$ cat src/rtl/div5_pkg.sv
// Shared definitions for the divisible-by-5 word sequencer.
// Purpose : state encoding, remainder width and modulus, plus the single
//           remainder step used by the serial core.
// Contents: S_IDLE/S_SHIFT/S_DONE, REM_W, MOD, mod5_step().
package div5_pkg;

  localparam int REM_W = 3;
  localparam int MOD   = 5;

  localparam logic [1:0] S_IDLE  = 2'd0;
  localparam logic [1:0] S_SHIFT = 2'd1;
  localparam logic [1:0] S_DONE  = 2'd2;

  // One MSB-first step: (2*rem + b) mod 5. With rem <= 4 the 4-bit sum is
  // at most 9, so a single conditional subtract fully reduces it.
  function automatic logic [REM_W-1:0] mod5_step(input logic [REM_W-1:0] rem,
                                                 input logic b);
    logic [3:0] t;
    t = {rem, b};
    if (t >= 4'(MOD)) t = t - 4'(MOD);
    return t[REM_W-1:0];
  endfunction

endpackage

$ cat src/rtl/mod5_serial_core.sv
// Bit-serial remainder-mod-5 register with clear and enable.
// Purpose : holds the running remainder of the binary number shifted in so far.
// Ports   : clk    - rising-edge clock
//           reset  - synchronous active-low reset (remainder -> 0)
//           clr    - force remainder to 0 (takes priority over en)
//           en     - advance remainder by one bit
//           bit_in - next bit, MSB first
//           rem    - current remainder, always 0..4
module mod5_serial_core
  import div5_pkg::*;
(
  input  logic             clk,
  input  logic             reset,
  input  logic             clr,
  input  logic             en,
  input  logic             bit_in,
  output logic [REM_W-1:0] rem
);

  logic [REM_W-1:0] r_rem;

  always_ff @(posedge clk) begin
    if (!reset) begin
      r_rem <= '0;
    end else if (clr) begin
      r_rem <= '0;
    end else if (en) begin
      r_rem <= mod5_step(r_rem, bit_in);
    end
  end

  assign rem = r_rem;

endmodule

$ cat src/rtl/div5_word_sequencer.sv
// Word-level sequencer around the serial mod-5 core.
// Purpose : accepts a WIDTH-bit word, shifts it MSB-first into the core over
//           WIDTH cycles, then offers the remainder and a divisible flag.
//           in_chain=1 continues the previous remainder (multi-word number).
// Ports   : clk, reset (sync, active-low)
//           in_valid/in_ready/in_data/in_chain - input word channel
//           out_valid/out_ready/out_rem/out_div5 - result channel
//           busy      - high while shifting
//           dbg_state - current FSM state (S_IDLE/S_SHIFT/S_DONE)
//
// Handshakes: a transfer happens on a rising edge where valid & ready are
// both high. The producer holds its payload stable until that edge; ready may
// depend combinationally on the opposite side (in_ready uses out_ready so a
// result can be retired and the next word accepted on the same edge).
module div5_word_sequencer
  import div5_pkg::*;
#(
  parameter int WIDTH = 8
) (
  input  logic             clk,
  input  logic             reset,
  input  logic             in_valid,
  output logic             in_ready,
  input  logic [WIDTH-1:0] in_data,
  input  logic             in_chain,
  output logic             out_valid,
  input  logic             out_ready,
  output logic [REM_W-1:0] out_rem,
  output logic             out_div5,
  output logic             busy,
  output logic [1:0]       dbg_state
);

  localparam int CNT_W = $clog2(WIDTH + 1);

  logic [1:0]       r_state;
  logic [1:0]       w_next_state;
  logic [WIDTH-1:0] r_shift;
  logic [CNT_W-1:0] r_cnt;
  logic             w_accept;
  logic             w_last;
  logic [REM_W-1:0] w_rem;

  assign w_accept = in_valid & in_ready;
  assign w_last   = (r_cnt == CNT_W'(WIDTH - 1));

  // State register
  always_ff @(posedge clk) begin
    if (!reset) begin
      r_state <= S_IDLE;
    end else begin
      r_state <= w_next_state;
    end
  end

  // Next-state logic
  always_comb begin
    w_next_state = r_state;
    case (r_state)
      S_IDLE:  if (in_valid) w_next_state = S_SHIFT;
      S_SHIFT: if (w_last) w_next_state = S_DONE;
      S_DONE: begin
        if (out_ready) w_next_state = in_valid ? S_SHIFT : S_IDLE;
      end
      default: w_next_state = S_IDLE;
    endcase
  end

  // Output logic
  always_comb begin
    in_ready  = 1'b0;
    out_valid = 1'b0;
    busy      = 1'b0;
    case (r_state)
      S_IDLE:  in_ready = 1'b1;
      S_SHIFT: busy = 1'b1;
      S_DONE: begin
        out_valid = 1'b1;
        in_ready  = out_ready;
      end
      default: ;
    endcase
  end

  // Shift register and bit counter
  always_ff @(posedge clk) begin
    if (!reset) begin
      r_shift <= '0;
      r_cnt   <= '0;
    end else if (w_accept) begin
      r_shift <= in_data;
      r_cnt   <= '0;
    end else if (r_state == S_SHIFT) begin
      r_shift <= r_shift << 1;
      r_cnt   <= r_cnt + CNT_W'(1);
    end
  end

  // Accepting a non-chained word restarts the number from zero; a chained
  // word leaves the remainder untouched so the new bits extend it.
  mod5_serial_core u_core (
    .clk    (clk),
    .reset  (reset),
    .clr    (w_accept & ~in_chain),
    .en     (r_state == S_SHIFT),
    .bit_in (r_shift[WIDTH-1]),
    .rem    (w_rem)
  );

  assign out_rem   = w_rem;
  assign out_div5  = (w_rem == '0);
  assign dbg_state = r_state;

endmodule

$ cat config.mk
export PLATFORM = sky130hd
export DESIGN_NAME = div5_word_sequencer
export DESIGN_NICKNAME = d
export VERILOG_FILES = /design/src/rtl/div5_pkg.sv /design/src/rtl/mod5_serial_core.sv /design/src/rtl/div5_word_sequencer.sv
export SDC_FILE = /design/constraint.sdc
export NUM_CORES = 1
export LEC_CHECK = 0
export BUFFER_PORTS_ARGS = -buffer_cell sky130_fd_sc_hd__buf_2
export CAP_MARGIN = 40
export CORE_ASPECT_RATIO = 1.2
export CORE_MARGIN = 8
export CORE_UTILIZATION = 40
export CTS_CLUSTER_DIAMETER = 60
export CTS_CLUSTER_SIZE = 8
export DETAILED_ROUTE_END_ITERATION = 10
export GPL_TIMING_DRIVEN = 1
export SETUP_SLACK_MARGIN = 0.1
export SYNTH_ARGS = -nofsm -noshare
export SYNTH_HDL_FRONTEND = slang
export SYNTH_SLANG_ARGS = --single-unit
$ cat constraint.sdc
create_clock -name clk -period 1.56 [get_ports clk]
set_input_delay 0.312 -clock clk [delete_from_list [all_inputs] [get_ports clk]]
set_output_delay 0.312 -clock clk [all_outputs]
set_load 0.1 [all_outputs]
== Word level (Yosys, flattened, before mapping) ==
Index checks and enable logic that the tools add are counted.
Operators by class
  order comparisons: 1
  equality and inequality tests: 6
  $mul: 0
  $add $sub $neg: 2
  bitwise operators: 4
  divide/modulo/power cells: 0
  muxes and demuxes: 11
  reduce and logical (&&, ||, !) cells: 6
  shift operators: 0
Operators by type and width (count)
  two-way mux 8 bit: 2
  two-way mux 2 bit: 3
  inequality test 2 bit, second input constant: 3
  one-hot mux 2 bit (3 select lines): 1
  adder 4 x 1 -> 4 bit, second input constant: 1
  == test 4 x 3 -> 1 bit, second input constant: 1
  >= comparator 4 x 3 -> 1 bit, second input constant: 1
  OR reduction 2 bit: 2
  zero test 3 bit: 1
  two-way mux 1 bit: 3
  two-way mux 3 bit: 1
  AND reduction 3 bit: 1
  subtractor 3 bit, second input constant: 1
  AND 1 bit: 2
  == test 2 x 1 -> 1 bit, second input constant: 1
  == test 2 bit, second input constant: 1
  zero test 2 bit: 1
  NOT 1 bit: 2
  one-hot mux 1 bit (2 select lines): 1
  nonzero test 2 bit: 1
Storage, ports and cells
  memory bits (writable): 0
  memory bits (read-only): 0
  bits of input ports: 13
  latch bits: 0
  output and inout port bits: 9
  register bits after elaboration: 17
  word-level logic and storage cells: 34
  memories kept: 0

== Logic depth before layout (Yosys ltp) ==
  depth in word-level cells: 5
  depth in mapped cells: 6
  depth with buffers taken out: 6

== By module ==
Synthesis repeated with hierarchy kept, for this count alone.
Second synthesis, totals
  cells, all modules: 106
  area total of the unflattened synthesis: 887.1 sq um
Modules (own cells, without submodules)
  div5_word_sequencer: area an instance 663.1 sq um, sequential area each 280.3 sq um, cells an instance 80, instances 1
  mod5_serial_core: area an instance 224.0 sq um, sequential area each 60.1 sq um, cells an instance 26, instances 1

== Worst setup path before layout ==
Ideal clock, no wire load.
  kind: register -> output
  start: register u_core.r_rem[2] (netlist: u_core.rem[2])
  end: output out_div5
  data required time: 1.248 ns
  slack: -1.640 ns
  stages on the path, launching flop included: 2
  data arrival time: 2.888 ns
  path buffers: 0
  cells stage by stage: dfxtp_1 > nor3_1
On the way
  cells in the longest elaborated chain, start to end: 1
RTL lines
  start: declaration: line mod5_serial_core.sv:20  | logic [REM_W-1:0] r_rem;
  start signal: assignment: line mod5_serial_core.sv:28  | r_rem <= mod5_step(r_rem, bit_in);
  zero test 3 bit: line div5_word_sequencer.sv:111  | assign out_div5 = (w_rem == '0);
  end: declaration: line div5_word_sequencer.sv:29  | output logic out_div5,
No other way between the ends.

== Worst setup path after layout ==
  start: register r_state[1] (netlist: dbg_state[1])
  end: output busy
On the way
  cells in the longest elaborated chain, start to end: 2
RTL lines
  start: declaration: line div5_word_sequencer.sv:36  | logic [1:0] r_state;
  start signal: assignment: line div5_word_sequencer.sv:52  | r_state <= w_next_state;
  == test 2 x 1 -> 1 bit: line div5_word_sequencer.sv:74  | case (r_state)
  two-way mux 1 bit: line div5_word_sequencer.sv:74
  end: declaration: line div5_word_sequencer.sv:30  | output logic busy,
No other way between the ends.

==> impl_results.md <==
- Status: finished, final reports clean
- Worst vdd rail ir drop: 0.604 mV
- Final hold viol count: 0
- Die Y: 68.3 µm
- IO Pins: 22
- Row Count: 19
- Core ar.: 2230 µm²
- Number of global-route vias before repair: 783
- Cell Area, Placed: 1160 µm²
- Global-route wire length before repair: 3.17 mm
- Post-Syn Area: 911 µm²
- Ys Warns: 0
- Clock Sinks: 17
- P&R area growth vs syn: 34.9%
- CTS tree: done
- Largest area contributor in the netlist: dfxtp_1
- Routed len/inst: 12.2 µm
- Top post-synthesis cells by count: 17 x dfxtp_1, 15 x nand2_1, 7 x nor2_1, 6 x inv_1, 6 x o211a_1
- DRT Wirelength: 1.91 mm
- Total negative slack: 0 ns
- Antenna-violating nets left: 0
- CP Capture Type: primary output
- Maxcap violations: 0
- Top cell type's share of synthesized area: 37.4%
- Fin crit period: 1.44 ns
- Tcrit/Tclk final: 92.5%
- Fraction of registers with async set/reset: 0%
- Crit path kind: reg -> out
- Count leader, synth: dfxtp_1
- Full die area: 4070 µm²
- # DRC: 0
- CP startpoint kind: register
- GRT Total Usage: 9.99%
- Largest net degree at the start of global routing: 20
- Inserted Clock Buffers: 3
- Slew HR: 67.7%
- Seq/Total Area, Yosys: 37.4%
- Pre-antenna DRT Iters: 4
- Hpwl dp: 1.40 mm
- Clock-pin slew on the worst setup and hold paths: 0.11 ns
- Vias/cell: 5.02
- Util after Layout: 55.0%
- Setup violations, final: 0
- Vias post-DR: 783
- Ant diodes: 0
- H-tree depth: 1
- Largest cells by area after synthesis: dfxtp_1 37%, o211a_1 6.6%, nand2_1 6.2%
- Pins Over Slew Limit: 0
- Synthesized instance count: 101
- Ys flop type: dfxtp_1
- EDFF count, synth: 0
- Lkg Pwr: 0.555 nW
- Design area: 1230 µm²
- Tightest Hold Check Type: in -> reg
- PD cells: 895 nW/µm²
- Skew final: 0.0115 ns
- Drt initial violations: 15
- Remaining global-route overflow: 0
- Worst-path fanout max: 19
- Overall Power: 1.10 mW
- Req. time, crit path: 1.25 ns
- Max frequency: 693 MHz
- Hold-fix buffers at CTS: 0
- Starting density of the core: 40.8%
- Nets: 142
- Clock Root Buffer: clkbuf_4
- Initial antenna violation count: 0
- Die W: 59.6 µm
- Input/output buffers: 21
- #FFs+latches synth: 17
- Mapped Nets: 117
- Pre-CTS worst setup slack: 0.0824 ns
- CTS max path bufs: 2
- CP arrival: 1.13 ns
- Routability Congestion: 0.751
- Clock Latency Late Sink: 0.30 ns
- Synth Area per Inst: 9.02 µm²
- RSZ-0062 raised after global routing: yes
- Actual slew at the worst max-slew pin: 0.487 ns
- Post-synth cell types: 38
- Final worst-path setup slack: 0.117 ns
- Share of cells above drive strength 1: 42.4%
-- cells in the final DEF, fill, tap and decap left out, drive strengths merged, types with 2 or more instances in the layout --
cell type and instances:
buf 23, dfxtp 17, nand2 16, nor2 7, nand3 7, o211a 6
inv 6, o21ai 5, clkbuf 4, a21oi 4, ha 3, nor3 3
and2 2, xor2 2, a31oi 2, nand2b 2, clkinv 2, nor2b 2
-- flip-flops by register name, summed over array words and instances, names as in the netlist --
| name | cells |
|---|---|
| u_core.rem | 3 |
| r_shift | 8 |
| dbg_state | 2 |
| r_cnt | 4 |
-- layer usage --
| metal | global-route usage, % | vias up | wire (µm) | part of all wire, % |
|---|---|---|---|---|
| li1 | - | 401 | - | - |
| met1 | 10.8 | 365 | 875 | 46 |
| met2 | 17.7 | 13 | 944 | 50 |
| met3 | 2.07 | 4 | 62 | 3.3 |
| met4 | 5.67 | 0 | 23 | 1.2 |
| met5 | 0 | - | 0 | 0 |
-- through the flow --
| step | hold WS [ns] | cells |
|---|---|---|
| global placement | 0.454 | 150 |
| detailed placement | 0.465 | 150 |
| CTS | 0.235 | 155 |
| finish | 0.243 | 156 |
| floorplan | 0.438 | 101 |
| global route | 0.241 | 156 |
-- cells by family after synthesis --
| kind of cell | synth area share [%] |
|---|---|
| xor gates and xnor gates | 2.89 |
| adders and majority gates | 4.12 |
| AOI/OAI and AO/OA | 22.8 |
| muxes | 1.10 |
| and+or+nand+nor | 25.3 |
| DFF | 37.4 |
| buffers and inverters | 6.45 |
-- power by group --
group	switching (mW)	internal [mW]
sequential	0.0301	0.460
combinational	0.231	0.136
clock	0.146	0.0955
total	0.408	0.692
-- final cells by class --
type / instances / area [µm²]
flip-flops and latches: 17 / 360
clock buffers: 3 / 22.5
clock inverters: 1 / 5.00
well taps: 31 / 38.8
inverters: 7 / 41.3
multi-input cells: 73 / 551
repair buffers: 24 / 210
fillers: 218 / 1010
-- worst max-delay path, cell delays in order, from the launching register on --
cell and delay (ns):
dfxtp_4 0.38, nand2b_4 0.16, clkinv_8 0.10, buf_12 0.18
-- repair_timing --
item                       4_1_cts  5_1_grt
gates resized for setup          6        2
setup endpoints to repair        6        5
setup buffers                    1        1
-- final timing paths --
path,from,endpoint,slack [ns],depth (start not counted)
max,dbg_state[1]$_SDFFE_PN0P_,busy,0.12,3
min,in_data[4],r_shift[4]$_SDFFE_PN0P_,0.24,2
max reg2reg,u_core.rem[0]$_SDFFE_PP0N_,u_core.rem[0]$_SDFFE_PP0N_,0.16,6
min reg2reg,r_shift[2]$_SDFFE_PN0P_,r_shift[2]$_SDFFE_PN0P_,0.48,2
No activity file was read; power rests on OpenSTA's default activity.
